### config.mk
export PLATFORM = sky130hd
export DESIGN_NAME = cla_stream_controller_flat
export DESIGN_NICKNAME = d
export VERILOG_FILES = /design/src/rtl/cla_stream_controller_if.sv /design/src/rtl/cla_stream_controller.sv /design/src/flat_wrapper.sv
export SDC_FILE = /design/constraint.sdc
export NUM_CORES = 1
export LEC_CHECK = 0
export ABC_AREA = 1
export CORE_ASPECT_RATIO = 2
export CORE_MARGIN = 3
export CORE_UTILIZATION = 50
export DETAILED_ROUTE_END_ITERATION = 16
export HOLD_SLACK_MARGIN = 0.08
export PLACE_DENSITY = 0.76
export SLEW_MARGIN = 20
export SYNTH_ARGS = -nofsm -noshare
export SYNTH_HDL_FRONTEND = slang
export SYNTH_SLANG_ARGS = --single-unit
### constraint.sdc
create_clock -name clk -period 2.36 [get_ports clk]
set_input_delay 0.236 -clock clk [delete_from_list [all_inputs] [get_ports clk]]
set_output_delay 0.236 -clock clk [all_outputs]
set_load 0.05 [all_outputs]
### src/rtl/cla_stream_controller_if.sv
// Operand/result stream bundle for cla_stream_controller; out_sat exists only with CLA_STREAM_SAT_EN.
// master = the controller side, slave = the producer/consumer side.
interface cla_stream_controller_if #(
    parameter int WIDTH = 8
);
    logic             in_valid;
    logic             in_ready;
    logic [WIDTH-1:0] in_a;
    logic [WIDTH-1:0] in_b;
    logic             out_valid;
    logic             out_ready;
    logic [WIDTH:0]   out_sum;
`ifdef CLA_STREAM_SAT_EN
    logic             out_sat;
`endif

    modport master (
        input  in_valid, in_a, in_b, out_ready,
`ifdef CLA_STREAM_SAT_EN
        output out_sat,
`endif
        output in_ready, out_valid, out_sum
    );

    modport slave (
        output in_valid, in_a, in_b, out_ready,
`ifdef CLA_STREAM_SAT_EN
        input  out_sat,
`endif
        input  in_ready, out_valid, out_sum
    );
endinterface

### src/rtl/cla_stream_controller.sv
// Stream wrapper around the registered CLA: operand regs -> adder -> result FIFO (CLA_STREAM_SAT_EN adds saturation).
// Latency: accept at E0, result visible on out_sum after E2 (adder registers at E1, FIFO captures at E2).
// Backpressure: in_ready is a credit check on registered state, so no result can ever be dropped.
module cla_stream_controller #(
    parameter int WIDTH      = 8,
    parameter int FIFO_DEPTH = 4
) (
    input  logic                    clk,
    input  logic                    reset,
    cla_stream_controller_if.master strm,
    output logic [WIDTH-1:0]        addend_0,
    output logic [WIDTH-1:0]        addend_1,
    input  logic [WIDTH:0]          adder_sum,
    output logic                    busy
);
    localparam int PW = (FIFO_DEPTH > 1) ? $clog2(FIFO_DEPTH) : 1;
    localparam int CW = $clog2(FIFO_DEPTH + 1);

    logic [WIDTH:0]  mem [FIFO_DEPTH];
    logic [PW-1:0]   wr_ptr;
    logic [PW-1:0]   rd_ptr;
    logic [CW-1:0]   count;
    logic            v1;
    logic            v2;
    logic            accept;
    logic            push;
    logic            pop;
    logic [CW:0]     inflight;
    logic [WIDTH:0]  wr_dat;

    // Every transaction past the input holds a credit until its result is popped.
    assign inflight      = {1'b0, count} + (CW+1)'(v1) + (CW+1)'(v2);
    assign strm.in_ready = ~reset & (inflight < (CW+1)'(FIFO_DEPTH));
    assign accept        = strm.in_valid & strm.in_ready;
    assign push          = v2;
    assign strm.out_valid = (count != '0);
    assign pop           = strm.out_valid & strm.out_ready;
    assign strm.out_sum  = mem[rd_ptr];
    assign busy          = v1 | v2 | (count != '0);

`ifdef CLA_STREAM_SAT_EN
    logic            sat_mem [FIFO_DEPTH];
    logic            wr_sat;

    assign wr_sat       = adder_sum[WIDTH];
    assign wr_dat       = wr_sat ? {1'b0, {WIDTH{1'b1}}} : adder_sum;
    assign strm.out_sat = sat_mem[rd_ptr];

    always_ff @(posedge clk or posedge reset) begin
        if (reset) begin
            for (int i = 0; i < FIFO_DEPTH; i++) sat_mem[i] <= 1'b0;
        end else if (push) begin
            sat_mem[wr_ptr] <= wr_sat;
        end
    end
`else
    assign wr_dat = adder_sum;
`endif

    always_ff @(posedge clk or posedge reset) begin
        if (reset) begin
            addend_0 <= '0;
            addend_1 <= '0;
            v1       <= 1'b0;
            v2       <= 1'b0;
        end else begin
            if (accept) begin
                addend_0 <= strm.in_a;
                addend_1 <= strm.in_b;
            end
            v1 <= accept;
            v2 <= v1;
        end
    end

    // Storage is cleared on reset so no pre-reset result can reach out_sum.
    always_ff @(posedge clk or posedge reset) begin
        if (reset) begin
            for (int i = 0; i < FIFO_DEPTH; i++) mem[i] <= '0;
            wr_ptr <= '0;
            rd_ptr <= '0;
            count  <= '0;
        end else begin
            if (push) begin
                mem[wr_ptr] <= wr_dat;
                wr_ptr      <= wr_ptr + PW'(1);
            end
            if (pop) rd_ptr <= rd_ptr + PW'(1);
            case ({push, pop})
                2'b10:   count <= count + CW'(1);
                2'b01:   count <= count - CW'(1);
                default: count <= count;
            endcase
        end
    end

    no_overflow: assert property (@(posedge clk) disable iff (reset)
        !(push && (count == CW'(FIFO_DEPTH))));
endmodule

### src/flat_wrapper.sv
// flat-port wrapper written by rule: the top's interface ports become plain ports
module cla_stream_controller_flat 
#(
    parameter int WIDTH      = 8,
    parameter int FIFO_DEPTH = 4
)
  (clk, reset, addend_0, addend_1, adder_sum, busy, strm_in_valid, strm_in_a, strm_in_b, strm_out_ready, strm_in_ready, strm_out_valid, strm_out_sum);
  cla_stream_controller_if #(.WIDTH(WIDTH)) strm_i ();
  input  logic clk;
  input  logic reset;
  output logic [WIDTH-1:0] addend_0;
  output logic [WIDTH-1:0] addend_1;
  input  logic [WIDTH:0] adder_sum;
  output logic busy;
  input wire logic [$bits(strm_i.in_valid)-1:0] strm_in_valid;
  input wire logic [$bits(strm_i.in_a)-1:0] strm_in_a;
  input wire logic [$bits(strm_i.in_b)-1:0] strm_in_b;
  input wire logic [$bits(strm_i.out_ready)-1:0] strm_out_ready;
  output wire logic [$bits(strm_i.in_ready)-1:0] strm_in_ready;
  output wire logic [$bits(strm_i.out_valid)-1:0] strm_out_valid;
  output wire logic [$bits(strm_i.out_sum)-1:0] strm_out_sum;
  assign strm_i.in_valid = strm_in_valid;
  assign strm_i.in_a = strm_in_a;
  assign strm_i.in_b = strm_in_b;
  assign strm_i.out_ready = strm_out_ready;
  assign strm_in_ready = strm_i.in_ready;
  assign strm_out_valid = strm_i.out_valid;
  assign strm_out_sum = strm_i.out_sum;
  cla_stream_controller #(.WIDTH(WIDTH), .FIFO_DEPTH(FIFO_DEPTH)) u_core (.clk(clk), .reset(reset), .strm(strm_i), .addend_0(addend_0), .addend_1(addend_1), .adder_sum(adder_sum), .busy(busy));
endmodule
==> run summary, run 1 <==
Setup CP Type - reg2out
die width - 58.7 um
type of the most critical hold path - reg2reg
most crowded layer after global routing - met2
H-Tree Level Count - 3
Critical Path RT - 2120 ps
placed cell areas - 3320 sq um
worst setup path startpoint - u_core.count[2]$_DFFE_PP0P_
YS warnings - 0
layout cells sized above 1 - 11.4%
Syn Nets - 335
actual slew at the worst max-slew pin - 516 ps
wire length per cell - 13.8 um
CTS tree - yes
Yosys reg bits - 61
Design Area, Final - 3510 sq um
# setup viols final - 0
Post-synth EDFFs - 0
setup slack after layout - 239 ps
post-layout util - 67.0%
pre-CTS setup slack - 425 ps
cts bufs inserted - 9
Slew Limit Fails - 0
Post-synth top flop - dfrtp_1
cts repair resizes - 0
final hold vios - 0
Port Buffers - 56
Final GP Congestion - 0.834
Max Freq - 0.471 GHz
n_diodes - 0
global-route wire length before repair - 10200 um
Synth area leader - dfrtp_1
syn avg cell area - 9.27 sq um
Power Density - 1610 nW/um^2
drt total wl - 5780 um
Reg2Reg Setup Slack - 470 ps
sequential fraction of the synthesis area - 55.1%
top-area cell type share of the netlist area - 55.1%
total congestion overflow - 0
Slew HR - 65.5%
post-synthesis instance total - 299
io pins - 57
met3 Use GR - 4.90%
R2R depth - 10
DRT iter0 DRCs - 85
Die ar. - 6530 sq um
Clock Sink Count - 61
crit path capture - busy
DR DRC count - 0
met2 usage - 35.1%
Clk pin slew, worst setup/hold paths - 70 ps
largest net degree at the start of global routing - 41
final critical-path share of the clock period - 89.9%
Die Y - 111 um
hold buffers post-CTS - 0
Post-CTS Setup Bufs - 0
Critical Path End Type - output port
initial antenna violation count - 0
CTS max path bufs - 2
Final ANT Viol Nets - 0
synth top area cells - dfrtp_1 (55%), nand2_1 (10%), o21ai_0 (10%)
max_cap viols - 0
Layout area overhead - 26.5%
r2r endpoint - u_core.count[2]$_DFFE_PP0P_
CTS root buffer - clkbuf_8
post-route minimum period - 2120 ps
Initial Util - 53.0%
count of different cell masters after synthesis - 24
vias - 2208
met1 usage - 22.5%
vias per cell - 5.28
CP startpoint kind - flop
asr flop ratio synth - 100%
Total GRT Usage - 20.1%
VDD IR-drop max - 1.12 mV
clk_skew - 7.54 ps
Rows - 37
status - finished clean
Cell Area, Synth - 2770 sq um
Worst EP arrival - 1890 ps
Post-synth top cells - nand2_1 (75), dfrtp_1 (61), o21ai_0 (56), inv_1 (23), nor2_1 (19)
Crit Reg-Reg Startpoint - u_core.count[2]$_DFFE_PP0P_
Worst-Skew Late Latency - 330 ps
fin nets - 391
most common cell in the netlist - nand2_1
worst-path maximum fanout - 3
DPL Wire Length - 4150 um
LEAKAGE - 1.72 nW
RSZ-0062 raised after global routing - no
setup TNS - 0 ps
Power, Total - 0.00565 W
vias in the first global route - 2305
core area - 5230 sq um
DRT Pass-1 Iters - 4
-- how the worst min path moves through the flow --
stage / from / to / slack, ps / depth (start not counted)
finish: u_core.v1$_DFF_PP0_ / u_core.push$_DFF_PP0_ / 430 / 0
global route: u_core.v1$_DFF_PP0_ / u_core.push$_DFF_PP0_ / 460 / 0
CTS: u_core.v1$_DFF_PP0_ / u_core.push$_DFF_PP0_ / 440 / 0
detailed placement: u_core.v1$_DFF_PP0_ / u_core.push$_DFF_PP0_ / 420 / 0
global placement: u_core.v1$_DFF_PP0_ / u_core.push$_DFF_PP0_ / 430 / 0
floorplan: u_core.v1$_DFF_PP0_ / u_core.push$_DFF_PP0_ / 370 / 0
-- final cells by class --
cell class	count	area, sq um
Fill cell	438	1720
Clock buffer	11	141
Inverter	24	90.1
Clock inverter	5	50.0
Timing Repair Buffer	59	583
Multi-Input combinational cell	200	1040
Sequential cell	61	1530
Tap cell	58	72.6
-- power by group --
group | leakage, nW | total (W) | internal (W) | switching [W]
registers | 0.734 | 0.00189 | 0.00156 | 0.000334
clock network | 0.103 | 0.000897 | 0.000509 | 0.000388
logic | 0.883 | 0.00286 | 0.000956 | 0.00191
-- worst max-delay path: stages, from the launching register on --
cell and delay, ps:
dfrtp_1 450, inv_1 110, nand3_2 110, nor2_1 40
nand2_1 50, clkdlybuf4s50_1 790
-- kinds of logic (layout without fill, tap and decap cells) --
logic type               Yosys count  in the layout  share of synthesized area (%)
flip-flops                        61             61                           55.1
AND/OR/NAND/NOR                  122            122                           20.3
AO/OA/AOI/OAI                     66             66                           12.3
adder cells (fa/ha/maj)            7              7                           3.43
XOR/XNOR                           5              5                           1.58
buffers and inverters             38             99                           7.31
-- placed cells by master (no fill, tap or decap), types with 6 or more instances in the layout --
| master | n |
|---|---|
| clkbuf_8 | 10 |
| dfrtp_1 | 61 |
| o21ai_0 | 56 |
| nand4_1 | 16 |
| buf_4 | 11 |
| nor2_1 | 19 |
| o22ai_1 | 9 |
| ha_1 | 6 |
| nand2_2 | 7 |
| nand2_1 | 75 |
| clkdlybuf4s50_1 | 46 |
| inv_1 | 22 |
-- metrics by stage --
step           hold slack (ps)  instances
3_3_place_gp               433        402
2_1_floorplan              375        299
3_5_place_dp               425        402
5_1_grt                    459        418
6_report                   433        418
4_1_cts                    440        418
-- routing by layer --
metal	up-vias	share of wire [%]
met5	-	0
met4	0	1.6
met3	8	5.2
met2	60	54
met1	1044	40
li1	1096	-
-- flip-flops by register name, summed over array words and instances, names as in the netlist --
name / cells
u_core.count: 3
u_core.v1: 1
u_core.addend_1: 8
u_core.rd_ptr: 2
u_core.wr_ptr: 2
u_core.push: 1
u_core.mem: 36
u_core.addend_0: 8
(Power assumes the default switching activity.)
==> run 2, diff against run 1 <==
Settings changed: CORE_UTILIZATION 50 to 51, PLACE_DENSITY 0.76 to 0.78.
==> run 2 against run 1 <==
Critical path depth is the same. First-iteration DRC count grew 27%. Worst hold slack lost 110 ps. Power grew 5.3%. Critical path type unchanged. Critical endpoint unchanged.
==> run summary, run 2 (synthesized netlist as in run 1, its figures left out) <==
Slew Limit Fails - 0
Final GP Congestion - 0.747
DRT Pass-1 Iters - 4
io pins - 57
total congestion overflow - 0
Initial Util - 53.5%
Fillers - 426
DR DRC count - 0
Critical Path RT - 2120 ps
final critical-path share of the clock period - 90.0%
die width - 58.1 um
drt total wl - 5830 um
LEAKAGE - 1.75 nW
Worst-Skew Late Latency - 340 ps
max reg flops - 36
vias - 2207
slowest CP cell - clkdlybuf4s50_1
Post-CTS Setup Bufs - 0
Worst EP arrival - 1890 ps
Rows - 37
largest net degree at the start of global routing - 52
Critical Path End Type - output port
final hold vios - 0
Clk network pwr share - 19.8%
Layout area overhead - 28.9%
hold buffers post-CTS - 0
setup TNS - 0 ps
worst-path maximum fanout - 3
cts bufs inserted - 9
vias per cell - 5.28
Final ANT Viol Nets - 0
fin nets - 391
CP startpoint kind - flop
Sw Pwr - 0.00265 W
final hold slack - 326 ps
Int Pwr - 0.00330 W
cts repair resizes - 0
Total GRT Usage - 20.9%
most common library cell in the layout ignoring fill and taps - nand2_1
CTS max path bufs - 2
CP cell instances - inv_1, nand3_2, nor2_1, nand2_1, clkdlybuf4s50_1
# setup viols final - 0
VDD IR-drop max - 1.08 mV
vias in the first global route - 2230
commonest cells after routing, fill and taps aside - nand2_1 (75), dfrtp_1 (61), o21ai_0 (56), clkdlybuf4s50_1 (46), inv_1 (22)
actual slew at the worst max-slew pin - 517 ps
wire length per cell - 13.9 um
Sequential Area - 1530 sq um
n_diodes - 0
Flop pwr share - 32.1%
Sw Ratio - 44.5%
CTS tree - yes
status - finished clean
core area - 5180 sq um
Clock Sink Count - 61
RSZ-0062 raised after global routing - no
Port Buffers - 56
clk_skew - 3.89 ps
Setup CP Type - reg2out
Power Density - 1660 nW/um^2
Die Y - 110 um
H-Tree Level Count - 3
DRT iter0 DRCs - 108
Largest regs - u_core.mem: 36 flops, u_core.addend_0: 8 flops, u_core.addend_1: 8 flops
type of the most critical hold path - in2async
Slew HR - 65.4%
CTS root buffer - clkbuf_8
layout cells sized above 1 - 11.4%
Design Area, Final - 3570 sq um
placed cell areas - 3320 sq um
Comb pwr share - 48.1%
Max Freq - 0.471 GHz
Die ar. - 6410 sq um
Top reg by flops - u_core.mem
DPL Wire Length - 4170 um
Multi-input gate area - 1040 sq um
Clk pin slew, worst setup/hold paths - 60 ps
Power, Total - 0.00595 W
max_cap viols - 0
global-route wire length before repair - 10100 um
post-route minimum period - 2120 ps
initial antenna violation count - 0
Crit path largest cell delay - 800 ps
==> run 2: metal layers <==
metal | up-vias | track usage, % | wire length, um
met5 | - | 0 | 0
met4 | 0 | 8.46 | 124
met3 | 14 | 6.18 | 316
met2 | 61 | 38.3 | 3210
met1 | 1038 | 21.6 | 2180
li1 | 1094 | - | -
==> run 2: path summary, 6_finish.rpt <==
kind | from | end | slack, ps | cells after the start
setup / recovery | u_core.count[2]$_DFFE_PP0P_ | busy | 240 | 5
hold / removal | reset | u_core.addend_0[2]$_DFFE_PP0P_ | 330 | 2
setup reg to reg | u_core.count[2]$_DFFE_PP0P_ | u_core.count[2]$_DFFE_PP0P_ | 510 | 10
hold reg to reg | u_core.v1$_DFF_PP0_ | u_core.push$_DFF_PP0_ | 440 | 0
max in group asynchronous | reset | u_core.addend_1[3]$_DFFE_PP0P_ | 1510 | 3
min in group clk | u_core.v1$_DFF_PP0_ | u_core.push$_DFF_PP0_ | 440 | 0
==> run 2: power groups by stage <==
stage / registers, W / logic [W] / clock network [W]
global placement: 0.00190 / 0.00282 / 0
CTS: 0.00191 / 0.00290 / 0.00120
floorplan: 0.00227 / 0.00168 / 0
global route: 0.00197 / 0.00312 / 0.00124
finish: 0.00191 / 0.00286 / 0.00118
detailed placement: 0.00191 / 0.00289 / 0
==> run 2: critical path, delay by kind of cell, from the launching register on <==
family	cells	cell delay, ps
simple gates	3	210
buf+inv	2	910
flops	1	440
==> run 2: layout make-up <==
class / count / area share [%]
timing repair buffer: 59 / 16.3
multi-input combinational: 200 / 29.2
clock buffer: 13 / 4.73
tap: 58 / 2.03
sequential: 61 / 42.7
clock inverter: 3 / 2.52
inverter: 24 / 2.52
==> run 2: metrics by stage <==
stage          worst slack [ps]  std cells  util, %
2_1_floorplan               376        299        -
3_3_place_gp                481        402     63.9
3_5_place_dp                421        402     63.9
4_1_cts                     203        418     68.9
5_1_grt                     138        418     68.9
6_report                    236        418     68.9
